File: src/rtl/cursor_input_controller.sv
// rtl/cursor_input_controller.sv - synchronise/debounce board buttons and rotary, drive cursor and enter
module cursor_input_controller #(
    parameter int DEBOUNCE_CYCLES   = 500000,
    parameter int ROT_FILTER_CYCLES = 1000
) (
    input  logic       Clock,
    input  logic       Reset,
    input  logic       BTN_NORTH,
    input  logic       BTN_SOUTH,
    input  logic       BTN_EAST,
    input  logic       BTN_WEST,
    input  logic       ROT_CENTER,
    input  logic       ROT_A,
    input  logic       ROT_B,
    output logic [3:0] oCeldaSelect,
    output logic       oSelect,
    output logic       oEnter,
    output logic [3:0] oEnterCelda,
    output logic       oMoved
);

    localparam int NMAX = (DEBOUNCE_CYCLES > ROT_FILTER_CYCLES) ? DEBOUNCE_CYCLES : ROT_FILTER_CYCLES;
    localparam int CW   = (NMAX > 1) ? $clog2(NMAX) : 1;
    localparam logic [CW-1:0] LIM_BTN = CW'(DEBOUNCE_CYCLES - 1);
    localparam logic [CW-1:0] LIM_ROT = CW'(ROT_FILTER_CYCLES - 1);

    // bit order: 0 north, 1 south, 2 east, 3 west, 4 center, 5 rot_a, 6 rot_b
    logic [6:0]    raw;
    logic [6:0]    meta_q;
    logic [6:0]    sync_q;
    logic [6:0]    deb_q;
    logic [6:0]    deb_prev_q;
    logic [6:0]    block_q;
    logic [CW-1:0] cnt_q [7];
    logic [1:0]    fill_q;
    logic          fill_done;
    logic [6:0]    rise;

    logic [3:0]    cursor_q, cursor_d;
    logic          moved_q, moved_d;
    logic          enter_q;
    logic [3:0]    enter_celda_q;
    logic          select_q;
    logic [1:0]    row, col;

    assign raw       = {ROT_B, ROT_A, ROT_CENTER, BTN_WEST, BTN_EAST, BTN_SOUTH, BTN_NORTH};
    assign fill_done = (fill_q == 2'd2);
    // A level held through reset stays blocked until it is seen released, so no press is invented.
    assign rise      = deb_q & ~deb_prev_q & ~block_q;
    assign row       = cursor_q[3:2];
    assign col       = cursor_q[1:0];

    always_ff @(posedge Clock) begin
        if (!Reset) begin
            meta_q     <= '0;
            sync_q     <= '0;
            deb_q      <= '0;
            deb_prev_q <= '0;
            block_q    <= block_q | sync_q | deb_q;
            fill_q     <= '0;
            for (int i = 0; i < 7; i++) begin
                cnt_q[i] <= '0;
            end
        end else begin
            meta_q     <= raw;
            sync_q     <= meta_q;
            deb_prev_q <= deb_q;
            block_q    <= block_q & ~({7{fill_done}} & ~sync_q & ~deb_q);
            if (!fill_done) begin
                fill_q <= fill_q + 2'd1;
            end
            for (int i = 0; i < 7; i++) begin
                if (sync_q[i] == deb_q[i]) begin
                    cnt_q[i] <= '0;
                end else if (cnt_q[i] == ((i >= 5) ? LIM_ROT : LIM_BTN)) begin
                    deb_q[i] <= sync_q[i];
                    cnt_q[i] <= '0;
                end else begin
                    cnt_q[i] <= cnt_q[i] + 1'b1;
                end
            end
        end
    end

    // Priority: north > south > east > west > rotary; losers are dropped.
    always_comb begin
        cursor_d = cursor_q;
        moved_d  = 1'b1;
        if (rise[0]) begin
            cursor_d = {row - 2'd1, col};
        end else if (rise[1]) begin
            cursor_d = {row + 2'd1, col};
        end else if (rise[2]) begin
            cursor_d = {row, col - 2'd1};
        end else if (rise[3]) begin
            cursor_d = {row, col + 2'd1};
        end else if (rise[5]) begin
            cursor_d = deb_q[6] ? (cursor_q - 4'd1) : (cursor_q + 4'd1);
        end else begin
            moved_d = 1'b0;
        end
    end

    always_ff @(posedge Clock) begin
        if (!Reset) begin
            cursor_q      <= '0;
            moved_q       <= 1'b0;
            enter_q       <= 1'b0;
            enter_celda_q <= '0;
            select_q      <= 1'b0;
        end else begin
            cursor_q <= cursor_d;
            moved_q  <= moved_d;
            enter_q  <= rise[4];
            select_q <= 1'b1;
            if (rise[4]) begin
                enter_celda_q <= cursor_q;
            end
        end
    end

    assign oCeldaSelect = cursor_q;
    assign oSelect      = select_q;
    assign oEnter       = enter_q;
    assign oEnterCelda  = enter_celda_q;
    assign oMoved       = moved_q;

endmodule

File: config.mk
export PLATFORM = sky130hd
export DESIGN_NAME = cursor_input_controller
export DESIGN_NICKNAME = d
export VERILOG_FILES = /design/src/rtl/cursor_input_controller.sv
export SDC_FILE = /design/constraint.sdc
export NUM_CORES = 1
export LEC_CHECK = 0
export BUFFER_PORTS_ARGS = -buffer_cell sky130_fd_sc_hd__buf_4
export CORE_MARGIN = 5
export CORE_UTILIZATION = 30
export CTS_CLUSTER_DIAMETER = 30
export DETAILED_ROUTE_END_ITERATION = 7
export GPL_TIMING_DRIVEN = 1
export HOLD_SLACK_MARGIN = 0.05
export PLACE_DENSITY_LB_ADDON = 0.12
export SETUP_SLACK_MARGIN = 0.2
export SLEW_MARGIN = 20
export SYNTH_ARGS = -nofsm -noshare
export SYNTH_HDL_FRONTEND = slang
export SYNTH_SLANG_ARGS = --single-unit
File: constraint.sdc
create_clock -name Clock -period 2.9 [get_ports Clock]
set_input_delay 0 -clock Clock [delete_from_list [all_inputs] [get_ports Clock]]
set_output_delay 0 -clock Clock [all_outputs]
set_load 0.02 [all_outputs]
==> results.tsv, run 1 <==
stage	metric	value	unit
yosys	ys_seq_area_frac	0.5375	
setup_path	worstSetupPathType	flip-flop to flip-flop	
place	port_buffers	19	
layout	design_area	0.01087	mm²
timing	max_freq	445.3	MHz
layout	layout.cells.most_common_list	133 x edfxtp_1, 133 x conb_1, 107 x nor2_1	
yosys	yosys.area.top_type_share	0.4368	
job	drv_cap	0	
setup_path	crit_fanout	18	
route	via_count	6472	
yosys	synth-main-ff-cell	edfxtp_1	
place	dp_hpwl	12490	µm
timing	tightest_slew	0.6359	ns
yosys	synth-edff-count	133	
route	via_per_inst	4.448	
route	wl_per_cell	12.27	µm
timing	setup_ws	0.6545	ns
clock_network	ctsLongestPathBuffers	2	
timing	slew_headroom	0.5756	
layout	ff_latch_area	0.004915	mm²
power	leakage	3.712	nW
setup_path	required	3.07	ns
global_route	use_met2	0.1698	
floorplan	dieArea	0.03407	mm²
yosys	synth_cell_types	56	
yosys	syn-cell-area	0.009144	mm²
yosys	synth_area_leaders	edfxtp_1 44%, dfxtp_1 10%, xnor2_1 5.2%	
route	drt_first_pass_iters	4	
setup_path	start_kind	flip-flop	
floorplan	rows	64	
yosys	ys_seq_elements	179	
global_route	use_met3	0.02270	
timing	slew_violations	0	
global_route	grtUsageTotal	0.1102	
power	vdd_drop_max	0.3489	mV
global_route	gr-max-usage-layer	met2	
timing	hold_violations	0	
clock_network	cts_tree	done	
clock_network	numCtsBuffers	17	
place	place_area	0.01026	mm²
floorplan	start_util	0.3013	
timing	min_period	2.245	ns
layout	nFillCells	3097	
yosys	synthCells	876	
global_route	grt_start_max_net_pins	38	
setup_path	cp-end-kind	flip-flop	
yosys	async_reset_ff_frac	0	
floorplan	die_h	184.6	µm
floorplan	core-area	0.03035	mm²
layout	fin_cells	1455	
hold_path	holdCritPathClass	input pin to flip-flop	
layout	synthToLayoutAreaGrowth	18.88	%
place	gp_congestion	0.7385	
setup_path	arrival	2.41	ns
layout	multi_input_area	0.004464	mm²
timing	period_share	0.7743	
layout	n_antenna_cell	0	
global_route	grt_pass1_wl	30760	µm
global_route	grt.overflow.total	0	
floorplan	io_pins	20	
clock_network	h-tree-depth	4	
global_route	grtUsageMet1	0.1555	
clock_network	cts_root_buf	clkbuf_16	
place	post-place-ws	0.6510	ns
timing	setup_viol	0	
route	totalWireLength	17850	µm
clock_network	cts.reportedPaths.clkPinSlew	0.06	ns
clock_network	cts_setup_buffers	0	
status	status	finished clean	
layout	final_net_count	1066	
route	drc	0	
yosys	synth_area_leader_cell	edfxtp_1	
floorplan	die_w	184.6	µm
global_route	first_global_vias	6203	
route	drt_iter0_drc	308	
timing	fin_setup_tns	0	ns
layout	drive_gt1_frac	0.07743	
power	powerDensity	497.7	mW/mm²
yosys	yosys_warnings	0	
timing	rsz0062_at_grt	false	
route	antenna_left	0	
global_route	antenna_found_initial	0	
timing	skew	0.01288	ns
place	dp.cells	1415	
clock_network	clk_latency	0.43	ns
clock_network	clock_sinks	179	
power	power.total	5.410	mW
yosys	syn_area_per_cell	10.44	µm²
[per-layer routing]
layer / wire, µm / up-vias
met4: 216 / 0
li1: - / 3416
met5: 0 / -
met2: 7910 / 44
met3: 511 / 13
met1: 9213 / 2999
[Yosys cell counts, types with 6 or more instances]
master / n
a21oi_1: 48
inv_1: 45
or4_1: 11
nor3_1: 22
or3_1: 30
nand2_1: 45
edfxtp_1: 133
o21ai_0: 27
nor3b_1: 6
nor4b_1: 9
nand3_1: 43
nor4_1: 21
clkbuf_1: 13
xnor2_1: 54
nor2_2: 10
nor2_1: 107
and4_1: 11
nand4_1: 35
o31ai_1: 9
a211oi_1: 6
and2_1: 26
and3_1: 6
ha_1: 10
dfxtp_1: 46
xor2_1: 46
[registers in the layout, summed over array words and instances (netlist names), 2 cells and up]
| signal | flops |
|---|---|
| cnt_q | 133 |
| sync_q | 7 |
| oEnterCelda | 4 |
| deb_prev_q | 6 |
| block_q | 6 |
| fill_q | 2 |
| deb_q | 7 |
| meta_q | 7 |
| oCeldaSelect | 4 |
[critical path: stages (launching register included)]
cell and delay, ns:
edfxtp_1 0.44, or4_1 0.53, or4_4 0.46, o211ai_4 0.18, buf_4 0.29, nor2_1 0.09
[layout make-up]
cell class / instances / share of cell area
Clock inverter: 11 / 0.008172
Sequential cell: 179 / 0.4521
Timing Repair Buffer: 37 / 0.02739
Inverter: 45 / 0.01554
Tap cell: 396 / 0.04558
Clock buffer: 21 / 0.04052
Multi-Input combinational cell: 766 / 0.4107
[power breakdown]
| group | internal (mW) | leakage, nW | switching [mW] |
|---|---|---|---|
| sequential | 2.86 | 1.75 | 0.115 |
| clock | 1.17 | 0.252 | 0.985 |
| combinational | 0.117 | 1.71 | 0.158 |
[repair_timing]
action	CTS	global route
hold buffers	8	0
hold endpoints to repair	15	0
gates resized for setup	0	0
[per-stage QoR]
stage	utilization	hold slack, ns
after floorplan	-	0.02772
after global placement	0.3381	0.2120
after detailed placement	0.3381	0.2121
after CTS	0.3582	0.2957
after global routing	0.3582	0.3256
final	0.3582	0.3189
[logic make-up (layout without fill, tap and decap cells)]
kind of cell | Yosys count | count (layout) | share of synthesized area
and+or+nand+nor | 406 | 406 | 0.2421
AOI/OAI and AO/OA | 112 | 112 | 0.07553
adders and majority gates | 11 | 11 | 0.01587
DFF | 179 | 179 | 0.5375
xor gates and xnor gates | 100 | 100 | 0.09579
buffers and inverters | 63 | 114 | 0.02846
other | 1 | 133 | 0.0004101
muxes | 4 | 4 | 0.004379
[worst paths after layout]
path                                   start     endpoint  slack, ns  cells after the start
worst max-delay path            cnt_q[5][15]  cnt_q[5][4]       0.65                      5
worst min-delay path               BTN_SOUTH    meta_q[1]       0.32                      3
worst max register to register  cnt_q[5][15]  cnt_q[5][4]       0.65                      5
worst min register to register     meta_q[3]    sync_q[3]       0.44                      1
(Power assumes the default switching activity.)
==> inputs of run 2 (changes only) <==
clock period = 2.05 ns   (was 2.9 ns; I/O delays follow)
==> run 2 against run 1 <==
- critical path depth did not move
- largest power group unchanged
- critical endpoint is now cnt_q[5][16]
- clock skew is 0.0024 ns lower
- global-route usage up 0.085 points
- highest routed layer unchanged
- register-to-register slack worse by 0.65 ns
==> results.tsv, run 2 (synthesis results as in run 1) <==
stage	metric	value	unit
timing	hold_violations	0	
setup_path	required	2.22	ns
setup_path	reg2reg_from	cnt_q[5][14]	
global_route	grt_start_max_net_pins	30	
setup_path	crit_fanout	18	
route	wl_per_cell	12.27	µm
layout	final_net_count	1165	
layout	n_antenna_cell	0	
timing	skew	0.01051	ns
floorplan	rows	64	
clock_network	clk_latency	0.43	ns
timing	setup_viol	0	
hold_path	holdCritPathClass	input pin to flip-flop	
setup_path	cp_top_family	simple AND/OR/NAND/NOR gates	
route	drc	0	
route	antenna_left	0	
global_route	first_global_vias	6493	
floorplan	die_h	184.6	µm
clock_network	cts.reportedPaths.clkPinSlew	0.06	ns
clock_network	h-tree-depth	4	
hold_path	min_from	ROT_A	
route	drt_first_pass_iters	5	
global_route	grtUsageTotal	0.1110	
hold_path	whs_path_depth	3	
global_route	grt.overflow.total	0	
layout	layout.cells.most_common_list	133 x edfxtp_1, 133 x conb_1, 110 x buf_4	
status	status	finished clean	
floorplan	core-area	0.03035	mm²
power	vdd_drop_max	0.4768	mV
setup_path	critical_path.cell_chain	or4_1 -> or4_4 -> o211ai_4 -> buf_12 -> a21oi_1	
setup_path	cp_num_cells	5	
setup_path	worstSetupPathType	flip-flop to flip-flop	
route	drt_iter0_drc	381	
route	via_count	6970	
setup_path	critPathBufInv	1	
floorplan	io_pins	20	
layout	drive_gt1_frac	0.2185	
timing	setup_ws	0.006115	ns
timing	slew_violations	0	
place	port_buffers	19	
layout	finish.utilization	0.4009	
timing	holdWs	0.3372	ns
layout	ff_latch_area	0.004915	mm²
setup_path	start_kind	flip-flop	
setup_path	max_stage_delay	0.52	ns
clock_network	numCtsBuffers	17	
setup_path	cp-startpoint	cnt_q[5][14]	
place	gp_congestion	0.7440	
timing	rsz0062_at_grt	true	
global_route	grt_pass1_wl	31020	µm
power	powerDensity	657.7	mW/mm²
clock_network	ctsLongestPathBuffers	2	
route	via_per_inst	4.485	
timing	max_freq	489.3	MHz
clock_network	cts_tree	done	
job	drv_cap	0	
setup_path	arrival	2.22	ns
place	dp_hpwl	13020	µm
layout	nFillCells	2982	
setup_path	cpMaxStageDelayCell	or4_1	
timing	period_share	0.9970	
floorplan	die_w	184.6	µm
power	leakage	4.327	nW
setup_path	r2r_cells	5	
floorplan	dieArea	0.03407	mm²
layout	multi_input_area	0.004863	mm²
global_route	antenna_found_initial	0	
timing	fin_setup_tns	0	ns
floorplan	start_util	0.3013	
layout	synthToLayoutAreaGrowth	33.06	%
route	totalWireLength	19060	µm
setup_path	cp-end-kind	flip-flop	
layout	top_register	cnt_q	
clock_network	clock_sinks	179	
place	post-place-ws	-0.005923	ns
timing	min_period	2.044	ns
layout	largest_reg_flops	133	
clock_network	cts_root_buf	clkbuf_16	
## run 2: changes by cell type in the layout (fill, tap and decap cells not counted), sizes merged
cell and change:
buf +96, inv +5, clkbuf -3, dlygate4sd3 +3, clkinv -2, bufinv +1, clkinvlp -1
## run 2: final timing paths
path / to / slack [ns]
setup / recovery: cnt_q[5][16] / 0.006
hold / removal: meta_q[5] / 0.34
hold reg to reg: sync_q[1] / 0.43
setup reg to reg: cnt_q[5][16] / 0.006
## run 2: area by class of cell
class                           instances  share of cell area
Tap cell                              396             0.04072
Sequential cell                       179              0.4039
Timing Repair Buffer                  136             0.09399
Clock inverter                         14             0.01244
Multi-Input combinational cell        766              0.3997
Clock buffer                           18             0.03527
Inverter                               45             0.01388
## run 2: what timing repair did
| item | in CTS | in global routing |
|---|---|---|
| gates resized for setup | 9 | 97 |
| endpoints found under the setup margin | 42 | 112 |
| buffers inserted | 14 | 37 |
| gates cloned | 0 | 2 |
| hold buffers | 11 | 0 |
| pin swaps | 4 | 53 |
| endpoints found under the hold margin | 23 | 0 |
## run 2: through the flow
stage	power, mW	area (µm²)	cells
floorplan	4.549	9664	1008
global placement	4.700	10650	1458
detailed placement	4.706	10650	1458
CTS	8.075	11470	1515
global route	8.379	12170	1554
finish	8.002	12170	1554
## run 2: worst reg2reg max path, cell delays in order (launching register included)
cell and delay, ns:
edfxtp_1 0.37, or4_1 0.52, or4_4 0.45, o211ai_4 0.20
buf_12 0.19, a21oi_1 0.07
## run 2: report_power, final
part / leakage (nW) / internal [mW] / switching, mW
Combinational: 2.30 / 0.250 / 0.284
Sequential: 1.75 / 4.05 / 0.150
Clock: 0.280 / 1.81 / 1.46
Total: 4.33 / 6.11 / 1.89
## run 2: per-layer routing
metal	GRT usage	vias to the layer above	wire, µm
li1	-	3614	-
met1	0.1502	3280	9551
met2	0.1792	63	8902
met3	0.02408	13	419
met4	0.03283	0	189
met5	0	-	0
==> inputs of run 3 (changes only) <==
CORE_UTILIZATION = 45   (was 30)
==> run 3 against run 2 <==
- register-to-register slack about the same
- critical path type unchanged
- design area down 4.2%
- critical endpoint is now deb_q[5]
- sequential cell count unchanged
- sequential power about the same
- clock power up 2%
- maximum frequency down 0.24%
- cell count down 9.8%
- utilization up 18 points
- highest routed layer unchanged
- critical path depth unchanged
- clock-buffer cell count up 1
- non-clock buffer count down 26
- combinational power down 10%
==> results.tsv, run 3 (synthesis results as in run 1) <==
stage	metric	value	unit
status	status	finished clean	
job	drv_cap	0	
route	drc	0	
setup_path	required	2.39	ns
clock_network	cts_tree	done	
timing	hold_violations	0	
floorplan	dieArea	0.02327	mm²
layout	layout.cells.most_common_list	133 x edfxtp_1, 133 x conb_1, 106 x nor2_1	
timing	tightest_slew	0.6646	ns
timing	skew	0.009115	ns
clock_network	cts_root_buf	clkbuf_16	
route	antenna_left	0	
global_route	antenna_found_initial	0	
floorplan	die_w	152.5	µm
global_route	first_global_vias	6452	
setup_path	arrival	2.39	ns
place	dp.cells	1319	
route	drt_first_pass_iters	6	
timing	holdWs	0.3388	ns
layout	nFillCells	1804	
route	totalWireLength	17420	µm
setup_path	crit_fanout	2	
power	powerDensity	686.7	mW/mm²
clock_network	h-tree-depth	4	
place	post-place-ws	-0.007715	ns
timing	min_period	2.049	ns
timing	setup_viol	0	
clock_network	clk_latency	0.42	ns
place	dp_hpwl	11870	µm
floorplan	core-area	0.02010	mm²
global_route	grt_start_max_net_pins	44	
timing	max_freq	488.1	MHz
layout	top_register	cnt_q	
clock_network	numCtsBuffers	17	
global_route	grt.overflow.total	0	
setup_path	worstSetupPathType	flip-flop to flip-flop	
route	via_count	6831	
place	port_buffers	19	
layout	drive_gt1_frac	0.1837	
layout	n_antenna_cell	0	
layout	design_area	0.01165	mm²
layout	final_net_count	1139	
setup_path	cp-end-kind	flip-flop	
timing	period_share	0.9994	
timing	setup_ws	0.001230	ns
power	power.total	8.001	mW
timing	rsz0062_at_grt	true	
power	leakage	4.174	nW
global_route	grt_pass1_wl	29950	µm
layout	fin_cells	1402	
layout	synthToLayoutAreaGrowth	27.44	%
floorplan	io_pins	20	
clock_network	ctsLongestPathBuffers	2	
route	drt_iter0_drc	240	
clock_network	clock_sinks	179	
global_route	grtUsageTotal	0.1525	
route	wl_per_cell	12.43	µm
timing	slew_headroom	0.5560	
layout	largest_reg_flops	133	
floorplan	start_util	0.4548	
place	place_area	0.01040	mm²
hold_path	holdCritPathClass	input pin to flip-flop	
floorplan	die_h	152.5	µm
place	gp_congestion	0.7386	
clock_network	cts.reportedPaths.clkPinSlew	0.07	ns
timing	slew_violations	0	
route	via_per_inst	4.872	
setup_path	start_kind	flip-flop	
floorplan	rows	52	
power	vdd_drop_max	0.5322	mV
-- run 3: routing by layer --
metal	track usage	routed length, µm	vias to the layer above
met1	0.2042	8551	3209
met2	0.2515	8289	49
met4	0.03861	181	0
met3	0.03635	400	11
li1	-	-	3562
met5	0	0	-
-- run 3: final cells by class --
cell class                 instances  area, µm²  share of cell area
tap                              270      337.8             0.02899
multi-input combinational        766       4721              0.4051
inverter                          45      168.9             0.01450
clock inverter                    13      160.2             0.01374
clock buffer                      19      442.9             0.03801
timing repair buffer             110      907.1             0.07785
sequential                       179       4915              0.4218
-- run 3: timing repair --
item	CTS	global route
gates resized for setup	11	46
setup endpoints to repair	61	125
hold buffers	8	0
buffers inserted	17	26
pin swaps	9	28
endpoints found under the hold margin	13	0
-- run 3: stage by stage --
stage / TNS, ns / utilization
after floorplan: -0.4290 / -
after global placement: 0 / 0.5171
after detailed placement: -0.01799 / 0.5171
after CTS: -0.001226 / 0.5591
after global routing: -0.7200 / 0.5796
final: 0 / 0.5796
-- run 3: worst max-delay path, cell delays in order, from the launching register on --
cell	delay, ns
edfxtp_1	0.38
or4_1	0.53
or4_4	0.45
buf_4	0.15
or3_1	0.36
a21oi_2	0.12
-- run 3: where the power goes --
part	switching (mW)	total, mW	internal (mW)
Sequential	0.150	4.20	4.05
Clock	1.37	3.32	1.95
Combinational	0.258	0.480	0.222
Total	1.78	8.00	6.22
-- run 3: worst paths after layout --
path / end / depth (start not counted) / slack, ns / start
setup / recovery: deb_q[5] / 5 / 0.001 / cnt_q[5][14]
hold / removal: meta_q[4] / 3 / 0.34 / ROT_CENTER
setup reg to reg: deb_q[5] / 5 / 0.001 / cnt_q[5][14]
hold reg to reg: sync_q[0] / 1 / 0.43 / meta_q[0]
